===== src/rtl/jk_ff_bank.sv =====
// jk_ff_bank: bank of WIDTH flip-flops. A shared mode input makes every bit
// behave as a JK, D, T or SR flip-flop. The bank also provides parallel load,
// SR-illegal detection with a sticky flag, and a saturating change counter.
// Every output is registered.
module jk_ff_bank #(
  parameter int               WIDTH     = 8,
  parameter logic [WIDTH-1:0] RESET_VAL = {WIDTH{1'b0}},
  parameter int               CNT_W     = 16
) (
  input  logic             clk,
  input  logic             rst,
  input  logic             en,
  input  logic [1:0]       mode,
  input  logic [WIDTH-1:0] j,
  input  logic [WIDTH-1:0] k,
  input  logic             load,
  input  logic [WIDTH-1:0] load_val,
  input  logic             clr_err,
  output logic [WIDTH-1:0] q,
  output logic [WIDTH-1:0] qbar,
  output logic [WIDTH-1:0] chg,
  output logic             sr_err,
  output logic             err_sticky,
  output logic [CNT_W-1:0] chg_cnt
);

  localparam logic [1:0]       MODE_JK = 2'b00;
  localparam logic [1:0]       MODE_D  = 2'b01;
  localparam logic [1:0]       MODE_T  = 2'b10;
  localparam logic [1:0]       MODE_SR = 2'b11;
  localparam logic [CNT_W-1:0] CNT_MAX = {CNT_W{1'b1}};
  localparam logic [CNT_W-1:0] CNT_ONE = {{(CNT_W-1){1'b0}}, 1'b1};

  logic [WIDTH-1:0] q_r;
  logic [WIDTH-1:0] qbar_r;
  logic [WIDTH-1:0] chg_r;
  logic             sr_err_r;
  logic             err_sticky_r;
  logic [CNT_W-1:0] cnt_r;

  logic [WIDTH-1:0] q_next_s;
  logic [WIDTH-1:0] diff_s;
  logic             sr_illegal_s;

  // Next-state selection: load beats enable, enable applies the per-mode rule.
  always_comb begin
    q_next_s     = q_r;
    sr_illegal_s = 1'b0;
    if (load) begin
      q_next_s = load_val;
    end else if (en) begin
      case (mode)
        // JK: set where j & ~q, keep where ~k & q (11 toggles, 01 clears).
        MODE_JK: q_next_s = (j & ~q_r) | (~k & q_r);
        MODE_D:  q_next_s = j;
        MODE_T:  q_next_s = q_r ^ j;
        // SR: s-only sets, r-only clears, 00 and the illegal 11 both hold.
        MODE_SR: begin
          q_next_s     = (q_r & ~(k & ~j)) | (j & ~k);
          sr_illegal_s = |(j & k);
        end
        default: q_next_s = q_r;
      endcase
    end else begin
      q_next_s = q_r;
    end
  end

  assign diff_s = q_next_s ^ q_r;

  // State, complement and per-bit change flags are registered side by side,
  // so qbar never disagrees with q on any cycle.
  always_ff @(posedge clk) begin
    if (rst) begin
      q_r    <= RESET_VAL;
      qbar_r <= ~RESET_VAL;
      chg_r  <= {WIDTH{1'b0}};
    end else begin
      q_r    <= q_next_s;
      qbar_r <= ~q_next_s;
      chg_r  <= diff_s;
    end
  end

  // SR-illegal pulse and its sticky copy; a new error beats a clear on the same edge.
  always_ff @(posedge clk) begin
    if (rst) begin
      sr_err_r     <= 1'b0;
      err_sticky_r <= 1'b0;
    end else begin
      sr_err_r <= sr_illegal_s;
      if (sr_illegal_s) begin
        err_sticky_r <= 1'b1;
      end else if (clr_err) begin
        err_sticky_r <= 1'b0;
      end else begin
        err_sticky_r <= err_sticky_r;
      end
    end
  end

  // Saturating count of edges on which any bit of q changed.
  always_ff @(posedge clk) begin
    if (rst) begin
      cnt_r <= {CNT_W{1'b0}};
    end else if ((|diff_s) && (cnt_r != CNT_MAX)) begin
      cnt_r <= cnt_r + CNT_ONE;
    end else begin
      cnt_r <= cnt_r;
    end
  end

  assign q          = q_r;
  assign qbar       = qbar_r;
  assign chg        = chg_r;
  assign sr_err     = sr_err_r;
  assign err_sticky = err_sticky_r;
  assign chg_cnt    = cnt_r;

endmodule


===== config.mk =====
export PLATFORM = sky130hd
export DESIGN_NAME = jk_ff_bank
export DESIGN_NICKNAME = d
export VERILOG_FILES = /design/src/rtl/jk_ff_bank.sv
export SDC_FILE = /design/constraint.sdc
export NUM_CORES = 1
export LEC_CHECK = 0
export ABC_AREA = 1
export CAP_MARGIN = 20
export CORE_ASPECT_RATIO = 0.6
export CORE_MARGIN = 5
export CORE_UTILIZATION = 34
export CTS_CLUSTER_DIAMETER = 80
export CTS_CLUSTER_SIZE = 30
export DETAILED_ROUTE_END_ITERATION = 12
export GPL_ROUTABILITY_DRIVEN = 0
export GPL_TIMING_DRIVEN = 0
export SYNTH_ARGS = -nofsm -noshare
export SYNTH_HDL_FRONTEND = slang
export SYNTH_SLANG_ARGS = --single-unit

===== constraint.sdc =====
create_clock -name clk -period 1.8 [get_ports clk]
set_input_delay 0.36 -clock clk [delete_from_list [all_inputs] [get_ports clk]]
set_output_delay 0.36 -clock clk [all_outputs]
set_load 0.03 [all_outputs]

# --- Word level (Yosys, flattened, before mapping) ---
# Cells that the tools add are included.
word_totals:
  reg_bits: 42
  input_bits: 31
  wordCells: 39
  output_inout_bits: 42
classes:
  n_bitwise: 15
  n_addsub: 1
  n_reduce_logical: 5
  muxes: 8
  n_eq_ne: 4
op_table:
  columns: ["cell", "count"]
  rows:
  - ["$and 8x8->8", 6]
  - ["$not 8->8", 5]
  - ["$pmux 8 s4", 1]
  - ["$add 16x1->16 const B", 1]
  - ["$mux 8", 2]
  - ["$ne 16x16->1 const B", 1]
  - ["$or 8x8->8", 2]
  - ["$reduce_or 8->1", 2]
  - ["$xor 8x8->8", 2]
  - ["$mux 1", 5]
  - ["$eq 2x2->1 const B", 2]
  - ["$eq 2x1->1 const B", 1]
  - ["$logic_not 2->1", 1]
  - ["$reduce_bool 2->1", 1]
  - ["$logic_and 1x1->1", 1]

# --- Longest topological paths before layout ---
logic_depth:
  depth_word: 11
  depth_mapped: 16
  depth_no_buf: 15

# --- Worst setup path before layout ---
# Ideal clock, no wire load.
synth_path:
  path_kind: "flip-flop to flip-flop"
  start: "register cnt_r[0], in the netlist chg_cnt[0]"
  end: "register cnt_r[0], in the netlist chg_cnt[0]"
  path_stages_with_launch: 8
  setup_time_ns: 0.116
  synth_period_minus_slack_ns: 2.079
  path_buffers: 1
  t_arrival_ns: 1.963
  required_ns: 1.684
  setup_slack_ns: -0.279
  path_cell_list: "dfxtp_1 ha_1 nand3_1 nor3_1 nand3_2 clkbuf_1 a21oi_1 nor2_1"
synth_between:
  elab_chain_cells: 2
  elab_cells_between_ends: 3
  cone_classes: "add/sub: 1; eq/ne: 1; reduce/logical: 1"
synth_rtl:
  columns: ["item", "line", "text"]
  rows:
  - ["start, declared", "39", "logic [CNT_W-1:0] cnt_r;"]
  - ["start signal, assigned", "105", "cnt_r <= {CNT_W{1'b0}};"]
  - ["start signal, assigned", "107", "cnt_r <= cnt_r + CNT_ONE;"]
  - ["start signal, assigned", "109", "cnt_r <= cnt_r;"]
  - ["parallel branches: the longest is 2 deep, another holds $add 16x1->16", null, null]
# Parallel ways; which one is timed is not known.
# A chain may end at the register's enable or synchronous reset.

# --- Worst setup path in the final report ---
layout_path:
  start: "register q_r[4], in the netlist q[4]"
  end: "output port q[4]"
layout_rtl:
  columns: ["item", "line", "text"]
  rows:
  - ["start, declared", "34", "logic [WIDTH-1:0] q_r;"]
  - ["start signal, assigned", "79", "q_r <= q_next_s;"]
  - ["end, declared", "19", "output logic [WIDTH-1:0] q,"]
# No word-level cell between the ends.

==> impl_results.md <==
* Status: complete, no violations
* Sequential fraction of the synthesis area at 34.9%
* Clk root buf: clkbuf_16
* GRT overflow at 0
* Post-Place Setup Slack at -858 ps
* Clock transition at the registers of the reported paths at ~60 ps
* Ys Warns at 0
* Vias in the first global route at 2438
* Vias/cell at around 4.9
* Crit. End Element: output port
* Top delay family on crit path: buffers and inverters
* FF/Latch Area at 860 sq um
* IO Count at between 70 and 80
* Maximum number of pins on one net before global-route repair at 13
* Fill cell count at approximately 700
* Peak supply drop at 519 uV
* WP data required at about 1400 ps
* Least-Margin Pin Slew at 771 ps
* Post-DP HPWL at between 5000 and 6000 um
* Area of the multi-input gates at 0.00155 sq mm
* Cts-stage hold buffer count at 0
* H-tree levels at 2
* Post-synth top area share at 34.9%
* Post-synth top cells: 82 x nand2_1, 53 x nand3_1, 42 x dfxtp_1
* Total CTS buffers at 5
* Crit path max fanout at 5
* Row count at 23
* Syn nets at 377
* Die H at 75.2 um
* Synth area leaders: dfxtp_1 35%, nand2_1 13%, nand3_1 11%, inv_1 5.0%, nor2_1 4.5%
* Yosys cell types at 29
* Pwr dens at 683 mW/mm^2
* Slowest stage delay, CP at between 700 and 800 ps
* WP data arrival at 1400 ps
* Initial core utilization at ~36%
* Synth Flop Type: dfxtp_1
* Fin crit share at a little over nine tenths
* Clock skew at 7.02 ps
* Max cap viols at 0
* Overall power at 2.60 mW
* Mapped Area at 0.00241 sq mm
* Vias at 2607
* Final setup fails at 0
* Synth Instances at 345
* Hold WC Path Type: register to register
* WS Path Type: register to output port
* Die Area at ~0.0089 sq mm
* Post-synth EDFFs at 0
* # nets final at 478
* Core ar. at 0.00679 sq mm
* Avg Cell Area, Syn at 6.99 sq um
* Final Hold Vio Count at 0
* Crit path launch type: register
* Initial DRT Pass Iterations at 6
* First-pass GRT wire length at 12100 um
* Setup repair after global routing missed its margin: yes
* CTS tree: built
* Area Growth Syn to Fin at 58.1%
* Synth async-reset ratio at 0%
* Number of buffers and inverters on the critical path at 1
* Count leader, synth: nand2_1
* Clock Sink Count at 42
* Initial antenna violation count at 0
* Leading area contributor after synthesis: dfxtp_1
* Remaining DRCs at 0
* IO Port Bufs at 70
* Critical path's slowest cell: clkdlybuf4s50_1
* FMAX at 570 MHz
* Die Wd at 119 um
* Crit-path cells: clkdlybuf4s50_1
* Slew margin rel. at 48.6%
* Post-route ant nets at 0
* Skew-Pair Late Insertion Delay at 290 ps
* DR iter-0 viols at around 140
* Fin. max-slew vios at 0
* Period minus WS final at 1760 ps
* Buffer depth of the longest clock path at 2
* GRT Util Overall at 17.0%
* N_diodes at 0
* Share of cells above drive strength 1 at roughly a third
* Final worst slack at 44.5 ps
* LEAKAGE at 1.83 nW
* Final core occ at 56.1%
* Yosys reg bits at 42
* WL per Instance at 14.7 um
* Drt total wl at 7870 um
==> power by group <==
part	switching [mW]	total (mW)	internal, mW
registers	0.0382	1.03	0.988
clock network	0.366	0.916	0.550
logic	0.377	0.660	0.283
==> through the flow <==
step	setup TNS, ps	std cells	cell area (sq um)	hold slack, ps
after floorplan	0	345	2420	523
after global placement	-17020	502	3230	459
after detailed placement	-16700	502	3230	462
after CTS	0	522	3560	470
after global routing	-249	534	3810	511
final	0	534	3810	468
==> timing repair <==
action | in CTS | in global routing
setup buffers | 10 | 14
endpoints found under the hold margin | 0 | 0
resized for setup | 75 | 68
cloned | 2 | 1
endpoints found under the setup margin | 24 | 22
pin swaps | 15 | 27
==> final cells by class <==
type	count	share of cell area (%)
multi-input cells	255	40.8
repair buffers	94	23.6
flip-flops and latches	42	22.6
clock buffers	7	3.74
inverters	36	3.68
well taps	87	2.86
plain buffers	11	2.50
repair inverters	1	0.197
clock inverters	1	0.131
==> final timing paths <==
kind,cells past startpoint,slack (ps),end,from
max,1,40,q[4],q[4]$_SDFF_PP0_
min,2,470,err_sticky$_SDFFE_PP0P_,err_sticky$_SDFFE_PP0P_
max reg2reg,15,100,chg_cnt[2]$_SDFFE_PP0P_,q[0]$_SDFF_PP0_
min reg2reg,2,470,err_sticky$_SDFFE_PP0P_,err_sticky$_SDFFE_PP0P_
==> kinds of logic after synthesis <==
kind of cell             synth area share [%]
AO/OA/AOI/OAI                            8.41
XOR/XNOR                                 5.09
adder cells (fa/ha/maj)                 0.519
buffers and inverters                    9.19
flip-flops                               34.9
AND/OR/NAND/NOR                          41.9
==> registers in the layout, indices dropped and copies added, names as in the netlist <==
name,flops
chg_cnt,16
chg,8
q,8
qbar,8
err_sticky,1
sr_err,1
==> routing by layer <==
layer | global-route usage [%] | routed length [um]
met5 | 0 | 0
met1 | 23.8 | 3860
met3 | 4.95 | 600
met2 | 26.0 | 3330
met4 | 3.85 | 76
==> layout by cell type, fill, tap and decap left out, types with 12 or more instances in the layout <==
cell | netlist | final
dfxtp_1 | 42 | 29
nor2_1 | 29 | 28
clkdlybuf4s50_1 | 0 | 35
nand2_1 | 82 | 59
inv_1 | 32 | 27
buf_4 | 2 | 21
dlygate4sd2_1 | 0 | 25
nand2_2 | 15 | 34
a21oi_2 | 10 | 20
nand3_1 | 53 | 49
dfxtp_2 | 0 | 12
No activity file was read; power rests on OpenSTA's default activity.
